## src/rtl/dsp_mult_share_arb.sv

```systemverilog
// dsp_mult_share_arb
//   Shares one pipelined A_W x B_W unsigned multiplier among NUM_REQ clients.
//   A round-robin arbiter grants at most one request per cycle. Each request
//   is either a plain multiply or a multiply-accumulate into a per-requester
//   accumulator. Results return tagged with the requester id 3 cycles after
//   the handshake.
//
// Ports
//   clk, reset            clock / synchronous active-high reset
//   en                    grant enable (low: no new grants, pipeline drains)
//   req_valid/req_ready   per-requester handshake (ready is one-hot or zero)
//   req_acc               per-requester op select: 0 multiply, 1 MAC
//   req_a, req_b          flattened operands, requester i at [i*W +: W]
//   acc_clr               per-requester accumulator clear pulse
//   rsp_valid/id/z        one-cycle result strobe, id and value (id/z hold)
//   busy                  any pipeline stage holds a valid op

// Per-requester accumulator. The MAC writeback value already has any
// coincident clear folded in, so a write takes priority over a clear here.
module dsp_mult_share_acc #(
  parameter int ACC_W = 48
) (
  input  logic             clk,
  input  logic             reset,
  input  logic             clr_i,
  input  logic             wr_i,
  input  logic [ACC_W-1:0] d_i,
  output logic [ACC_W-1:0] q_o
);
  logic [ACC_W-1:0] acc_q;

  always_ff @(posedge clk) begin
    if (reset)      acc_q <= '0;
    else if (wr_i)  acc_q <= d_i;
    else if (clr_i) acc_q <= '0;
  end

  assign q_o = acc_q;
endmodule

module dsp_mult_share_arb #(
  parameter int NUM_REQ = 4,
  parameter int ID_W    = 2,
  parameter int A_W     = 20,
  parameter int B_W     = 18,
  parameter int ACC_W   = 48
) (
  input  logic                   clk,
  input  logic                   reset,
  input  logic                   en,
  input  logic [NUM_REQ-1:0]     req_valid,
  output logic [NUM_REQ-1:0]     req_ready,
  input  logic [NUM_REQ-1:0]     req_acc,
  input  logic [NUM_REQ*A_W-1:0] req_a,
  input  logic [NUM_REQ*B_W-1:0] req_b,
  input  logic [NUM_REQ-1:0]     acc_clr,
  output logic                   rsp_valid,
  output logic [ID_W-1:0]        rsp_id,
  output logic [ACC_W-1:0]       rsp_z,
  output logic                   busy
);
  localparam int P_W    = A_W + B_W;
  localparam int STAGES = 3;

  typedef struct packed {
    logic [A_W-1:0]  a;
    logic [B_W-1:0]  b;
    logic [ID_W-1:0] id;
    logic            mac;
  } s1_t;

  logic [A_W-1:0]   a_arr   [NUM_REQ];
  logic [B_W-1:0]   b_arr   [NUM_REQ];
  logic [ACC_W-1:0] acc_arr [NUM_REQ];

  logic [STAGES:1]  vld_pipe_q;
  logic [ID_W-1:0]  ptr_q, ptr_d;
  s1_t              s1_q;
  logic [P_W-1:0]   prod_q;
  logic [ID_W-1:0]  id2_q;
  logic             mac2_q;
  logic [ID_W-1:0]  rsp_id_q;
  logic [ACC_W-1:0] rsp_z_q, rsp_z_d;

  logic [2*NUM_REQ-1:0] rot;
  logic [ID_W-1:0]      off, sel;
  logic [ID_W:0]        sum;
  logic                 found, hs;
  logic [ACC_W-1:0]     prod_ext, acc_base;

  for (genvar g = 0; g < NUM_REQ; g++) begin : g_unpack
    assign a_arr[g] = req_a[g*A_W +: A_W];
    assign b_arr[g] = req_b[g*B_W +: B_W];
  end

  // Rotate the request vector so the pointer sits at bit 0, take the lowest
  // set bit, then rotate the offset back to an absolute requester index.
  always_comb begin
    rot   = {req_valid, req_valid} >> ptr_q;
    found = 1'b0;
    off   = '0;
    for (int j = NUM_REQ-1; j >= 0; j--) begin
      if (rot[j]) begin
        found = 1'b1;
        off   = ID_W'(j);
      end
    end
    sum = {1'b0, ptr_q} + {1'b0, off};
    if (sum >= (ID_W+1)'(NUM_REQ)) sum = sum - (ID_W+1)'(NUM_REQ);
    sel = sum[ID_W-1:0];

    hs        = found & en & ~reset;
    req_ready = '0;
    if (hs) req_ready[sel] = 1'b1;

    ptr_d = ptr_q;
    if (hs) ptr_d = (sel == ID_W'(NUM_REQ-1)) ? '0 : sel + ID_W'(1);
  end

  // Writeback stage: a clear coincident with a MAC to the same requester
  // zeroes the base, so the result becomes just the new product.
  always_comb begin
    prod_ext = ACC_W'(prod_q);
    acc_base = acc_clr[id2_q] ? '0 : acc_arr[id2_q];
    rsp_z_d  = mac2_q ? acc_base + prod_ext : prod_ext;
  end

  always_ff @(posedge clk) begin
    if (reset) begin
      vld_pipe_q <= '0;
      ptr_q      <= '0;
      s1_q       <= '0;
      prod_q     <= '0;
      id2_q      <= '0;
      mac2_q     <= 1'b0;
      rsp_id_q   <= '0;
      rsp_z_q    <= '0;
    end else begin
      vld_pipe_q <= {vld_pipe_q[STAGES-1:1], hs};
      ptr_q      <= ptr_d;
      if (hs) begin
        s1_q.a   <= a_arr[sel];
        s1_q.b   <= b_arr[sel];
        s1_q.id  <= sel;
        s1_q.mac <= req_acc[sel];
      end
      prod_q <= s1_q.a * s1_q.b;
      id2_q  <= s1_q.id;
      mac2_q <= s1_q.mac;
      if (vld_pipe_q[2]) begin
        rsp_id_q <= id2_q;
        rsp_z_q  <= rsp_z_d;
      end
    end
  end

  for (genvar g = 0; g < NUM_REQ; g++) begin : g_acc
    dsp_mult_share_acc #(.ACC_W(ACC_W)) u_acc (
      .clk   (clk),
      .reset (reset),
      .clr_i (acc_clr[g]),
      .wr_i  (vld_pipe_q[2] & mac2_q & (id2_q == ID_W'(g))),
      .d_i   (rsp_z_d),
      .q_o   (acc_arr[g])
    );
  end

  assign rsp_valid = vld_pipe_q[STAGES];
  assign rsp_id    = rsp_id_q;
  assign rsp_z     = rsp_z_q;
  assign busy      = |vld_pipe_q;
endmodule

```

## config.mk

```make
export PLATFORM = sky130hd
export DESIGN_NAME = dsp_mult_share_arb
export DESIGN_NICKNAME = d
export VERILOG_FILES = /design/src/rtl/dsp_mult_share_arb.sv
export SDC_FILE = /design/constraint.sdc
export NUM_CORES = 2
export LEC_CHECK = 0
export ABC_AREA = 1
export BUFFER_PORTS_ARGS = -buffer_cell sky130_fd_sc_hd__buf_4
export CORE_UTILIZATION = 63
export CTS_CLUSTER_SIZE = 12
export DETAILED_ROUTE_END_ITERATION = 12
export GPL_TIMING_DRIVEN = 1
export PLACE_DENSITY = 0.81
export SYNTH_ARGS = -nofsm -noshare
export SYNTH_HDL_FRONTEND = slang
export SYNTH_HIERARCHICAL = 1
export SYNTH_SLANG_ARGS = --single-unit
```

## constraint.sdc

```tcl
create_clock -name clk -period 7.24 [get_ports clk]
set_input_delay 1.086 -clock clk [delete_from_list [all_inputs] [get_ports clk]]
set_output_delay 1.086 -clock clk [all_outputs]
set_load 0.05 [all_outputs]
```

; After elaboration in Yosys (flattened, before gate mapping)
; Index checks and enable logic that the tools add are counted.
[totals]
register_bits = 329
latch_bits = 0
ramBits = 0
mem_bits_ro = 0
in_bits = 167
out_inout_bits = 56
elab_cells = 84
mem_count = 0
[classes]
n_addsub = 4
multipliers = 1
n_div = 0
n_lt_le_gt_ge = 6
eq_ne = 4
shift = 1
mux = 36
bitwise = 10
n_reduce_logical = 7
[op_table]
columns = operator, count
row1 = $mux 48, 12
row2 = $bmux 48 s2, 1
row3 = $add 48x38->48, 1
row4 = $bmux 20 s2, 1
row5 = $mux 20, 2
row6 = $mul 20x18->38, 1
row7 = $bmux 18 s2, 1
row8 = $mux 18, 2
row9 = $mux 2, 6
row10 = $ge 3x3->1 const B, 3
row11 = $reduce_bool 2->1, 4
row12 = $shr 8x2->4, 1
row13 = $and 1x1->1, 7
row14 = $mux 1, 7
row15 = $eq 2x2->1 const B, 3
row16 = $lt 2x3->1 const B, 2
row17 = $not 2->3, 2
row18 = $bmux 1 s2, 2
row19 = $mux 4, 1
row20 = $add 2x2->3, 1
row21 = $reduce_or 3->1, 1
row22 = $add 2x1->2 const B, 1
row23 = $demux 1 s2, 1
row24 = $eq 2x1->1 const B, 1
row25 = other kinds (5), 5

; Logic depth before layout (Yosys ltp)
[logic_depth]
ltp_word = 13
mapped_depth = 30
depth_no_buf = 27

; Modules after synthesis
; Netlist, hierarchy kept.
[by_module_without_submodules]
columns = mod, n_inst, cells_per_inst, area_per_inst_um2, seq_area_each_um2
row1 = dsp_mult_share_arb, 1, 3500, 22944.5, 2742.6
row2 = dsp_mult_share_acc, 4, 208, 1647.8, 960.9

; Worst setup path after synthesis
; Ideal clock, no wire load.
[synth_timing]
kind = register to register
start = register s1_q[31] in the netlist's numbering
end = register prod_q[27]
setup_time_ns = 0.113
arrival_ns = 5.363
t_required_ns = 7.127
path_slack_ns = 1.764
stages_incl_launch_ff = 25
n_path_buf = 2
synth_period_minus_slack_ns = 5.476
cell_sequence = dfxtp_1 > clkbuf_1 > clkbuf_1 > nand2_1 > fa_1 > fa_1 > fa_1 > fa_1 > inv_1 > fa_1 > inv_1 > fa_1 > inv_1 > ha_1 > nand2_1 > nor2_1 > inv_1 > o21bai_1 > a21boi_1 > nor2_1 > nand2_1 > nand2_1 > nand2_1 > nand2_1 > nor2_1
[synth_via]
elab_chain_len = 1
[synth_rtl]
columns = item, line
row1 = from (decl), 78  ; s1_t s1_q;
row2 = $mul 20x18->38, 147  ; prod_q <= s1_q.a * s1_q.b;
row3 = to (signal assigned), 147
row4 = to (decl), 79  ; logic [P_W-1:0] prod_q;
; No other way between the ends.
; A chain may end at the register's enable or synchronous reset.

; Worst setup path after layout
[layout_timing]
start = register s1_q[35] in the netlist's numbering
end = register prod_q[36]
; Same word-level chain as after synthesis.

==> impl_metrics.tcl <==
set metrics [dict create \
    setup_viol 0 \
    hold_class "flip-flop to flip-flop" \
    cts_buffers 38 \
    grt_max_degree 84 \
    drcViolationCount 0 \
    switching_share_pct 45.5 \
    start_kind "flip-flop" \
    p_comb_share_pct 42.9 \
    grt_pass1_vias 27500 \
    power_switching_mw 3.44 \
    slew_viol_final 0 \
    slowest_stage "dfxtp_1" \
    path_cells "nand2_1 > fa_1 > fa_1 > inv_1 > fa_1 > fa_1 > fa_1 > inv_1 > fa_1 > inv_1 > ha_1 > nand2_1 > nor2_1 > inv_1 > o21ai_0 > nand2_1 > nand3_1 > a31oi_1 > nand2_1 > nand2_1 > nor2_1" \
    fin_crit_ps 6210 \
    tritoncts "yes" \
    synth_edf_count 0 \
    rsz0062_at_grt "false" \
    syn_avg_cell_area_um2 6.82 \
    relSlewSlack_pct 25.6 \
    dieArea_um2 47800 \
    path_class "flip-flop to flip-flop" \
    die_h_um 219 \
    critPathMaxFanout 19 \
    cts_root_buf "clkbuf_16" \
    core_area_um2 45800 \
    boundaryPins 223 \
    power.share.clock_pct 25.2 \
    grt_usage_pct 36.9 \
    post-place-ws_ps 1180 \
    synth_area_um2 29500 \
    ys_seq_area_share_pct 22.3 \
    cts_max_path_buffers 3 \
    clock-sinks 329 \
    postSynthCellCount 4332 \
    power_density_nw_per_um2 233 \
    ys_types 51 \
    via_per_inst 5.56 \
    grt_first_pass_wirelength_mm 140 \
    p_leak_nw 16.5 \
    hold_viol_final 0 \
    routed_wl_mm 86.5 \
    path_common_cell "fa_1" \
    vias 27900 \
    tightest_slew_ps 1110 \
    ys.flop_type "dfxtp_1" \
    area_growth_pct 9.95 \
    pwr-share-seq_pct 31.9 \
    clk-insertion-delay-late_ps 570 \
    fmax_ghz 0.161 \
    gp_congestion 0.993 \
    hold_buffers 0 \
    place_hpwl_mm 63.1 \
    drive_above_1_share_pct 8.54 \
    antenna_found_initial 0 \
    post_cts_resized 0 \
    crit_required_ps 7730 \
    slowest_delay_ps 980 \
    num_rows 78 \
    overflow 0 \
    ir_worst_vdd_mv 0.259 \
    initial_core_util_pct 64.5 \
    h-tree-depth 2 \
    syn_nets 4943 \
    maxCapViolCount 0 \
    arrival_ps 6690 \
    ant_nets 0 \
    drt_iter0_drc 2528 \
    nNetsFinal 5010 \
    io_buffers 222 \
    crit_family "adder cells" \
    setup_tns_ps 0 \
    fin_hold_ws_ps 439 \
    yosys_register_bits 329 \
    fin_crit_sh_pct 85.7 \
    intPower_mw 4.12 \
    fin_skew_ps 22.0 \
    synthArstFlopShare_pct 0 \
    fp.dieW_um 219 \
    first_pass_iters 5 \
    wl_per_cell_um 17.2 \
    finalCoreUtilization_pct 71.0 \
    yosys_warnings 6 \
    clk_pin_slew_worst_paths_ps 60 \
    end_kind "flip-flop" \
    crit_buf_inv 4 \
    status "complete, no violations" \
    post-cts-setup-buffers 0 \
    timing.final.ws_setup_ps 1030 \
    diodes 0 \
]
power groups by stage:
stage	clock network [mW]	registers, mW	logic, mW
final	1.91	2.41	3.24
after global routing	2.00	2.42	3.63
after CTS	1.92	2.39	3.21
after detailed placement	0	2.42	3.19
after global placement	0	2.42	3.13
after floorplan	0	2.14	2.53
stage by stage:
| step | total power, mW | std cells | cell area [µm²] |
|---|---|---|---|
| after floorplan | 4.67 | 4332 | 29500 |
| after global placement | 5.55 | 4959 | 31200 |
| after detailed placement | 5.62 | 4959 | 31200 |
| after CTS | 7.52 | 5024 | 32500 |
| after global routing | 8.06 | 5024 | 32500 |
| final | 7.55 | 5024 | 32500 |
cells by family after synthesis:
| group | Yosys count | synth area share [%] |
|---|---|---|
| AND/OR/NAND/NOR | 1974 | 26.6 |
| buffers and inverters | 936 | 12.5 |
| adder cells (fa/ha/maj) | 444 | 26.2 |
| flip-flops | 329 | 22.3 |
| AO/OA/AOI/OAI | 621 | 11.6 |
| XOR/XNOR | 28 | 0.830 |
layout make-up:
cell class              instances  area, µm²
flip-flops and latches        329       6590
inverters                     705       2650
well taps                     600        751
repair buffers                258       1940
fillers                      3963      13300
clock buffers                  51       1100
multi-input cells            3067      19300
clock inverters                14        125
Yosys cell counts, types with 9 or more instances:
master    instances  share of area [%]
xor2_1           11               0.33
a22oi_1          42                1.1
o21bai_1          9               0.23
a21o_1           11               0.28
o21ai_1          43               0.73
fa_1            289                 20
nand3_1         179                3.0
a21oi_1         358                6.1
nand4_1          11               0.23
dfxtp_1         329                 22
nor3_1           16               0.27
inv_2            13               0.17
inv_1           690                8.8
o21ai_0         105                1.8
clkbuf_1        149                1.9
buf_1            14               0.18
buf_2            40               0.68
nor2_2           12               0.25
a41oi_1          16               0.47
buf_4            24               0.61
xnor2_1          17               0.50
nand2_1        1431                 18
ha_1            155                6.6
nor2_1          291                3.7
routing by layer:
| layer | part of all wire (%) | routed length [µm] | GRT usage [%] |
|---|---|---|---|
| met4 | 3.7 | 3200 | 14.7 |
| met1 | 40 | 34700 | 46.1 |
| met2 | 48 | 41900 | 63.7 |
| met3 | 7.8 | 6760 | 5.25 |
| met5 | 0 | 0 | 0 |
registers in the layout, indices dropped and copies added (netlist names):
register / count
s1_q: 41
g_acc.u_acc/q_o: 192
mac2_q: 1
ptr_q: 2
id2_q: 2
rsp_z: 48
rsp_id: 2
prod_q: 38
vld_pipe_q: 3
path summary, 6_finish.rpt:
kind            startpoint            end  slack, ps  depth (start not counted)
max               s1_q[35]     prod_q[36]       1030                         21
max reg2reg       s1_q[35]     prod_q[36]       1030                         21
min reg2reg  vld_pipe_q[1]  vld_pipe_q[2]        440                          2
min          vld_pipe_q[1]  vld_pipe_q[2]        440                          2
layout by cell type (no fill, tap or decap), drive strengths merged, types with 3 or more instances in the layout:
master	instances
nor4	4
nand4	12
o21a	6
fa	289
or2	5
o211ai	6
o21bai	9
dfxtp	329
nand3b	6
nand2	1440
xor2	11
ha	155
nor2	304
a21o	11
o21ai	153
buf	257
nor3	16
xnor2	17
a22oi	42
a21boi	7
a41oi	16
clkbuf	52
clkinvlp	3
inv	707
a221oi	3
a21oi	360
a31oi	5
nand3	185
clkinv	8
worst register-to-register path, delay by kind of cell, from the launching register on:
kind,cells,cell delay (ps)
AOI/OAI and AO/OA,2,410
and+or+nand+nor,8,1000
DFF,1,980
buffers and inverters,4,250
adders and majority gates,7,3480
Note: power is estimated with default switching activity, not from simulation.
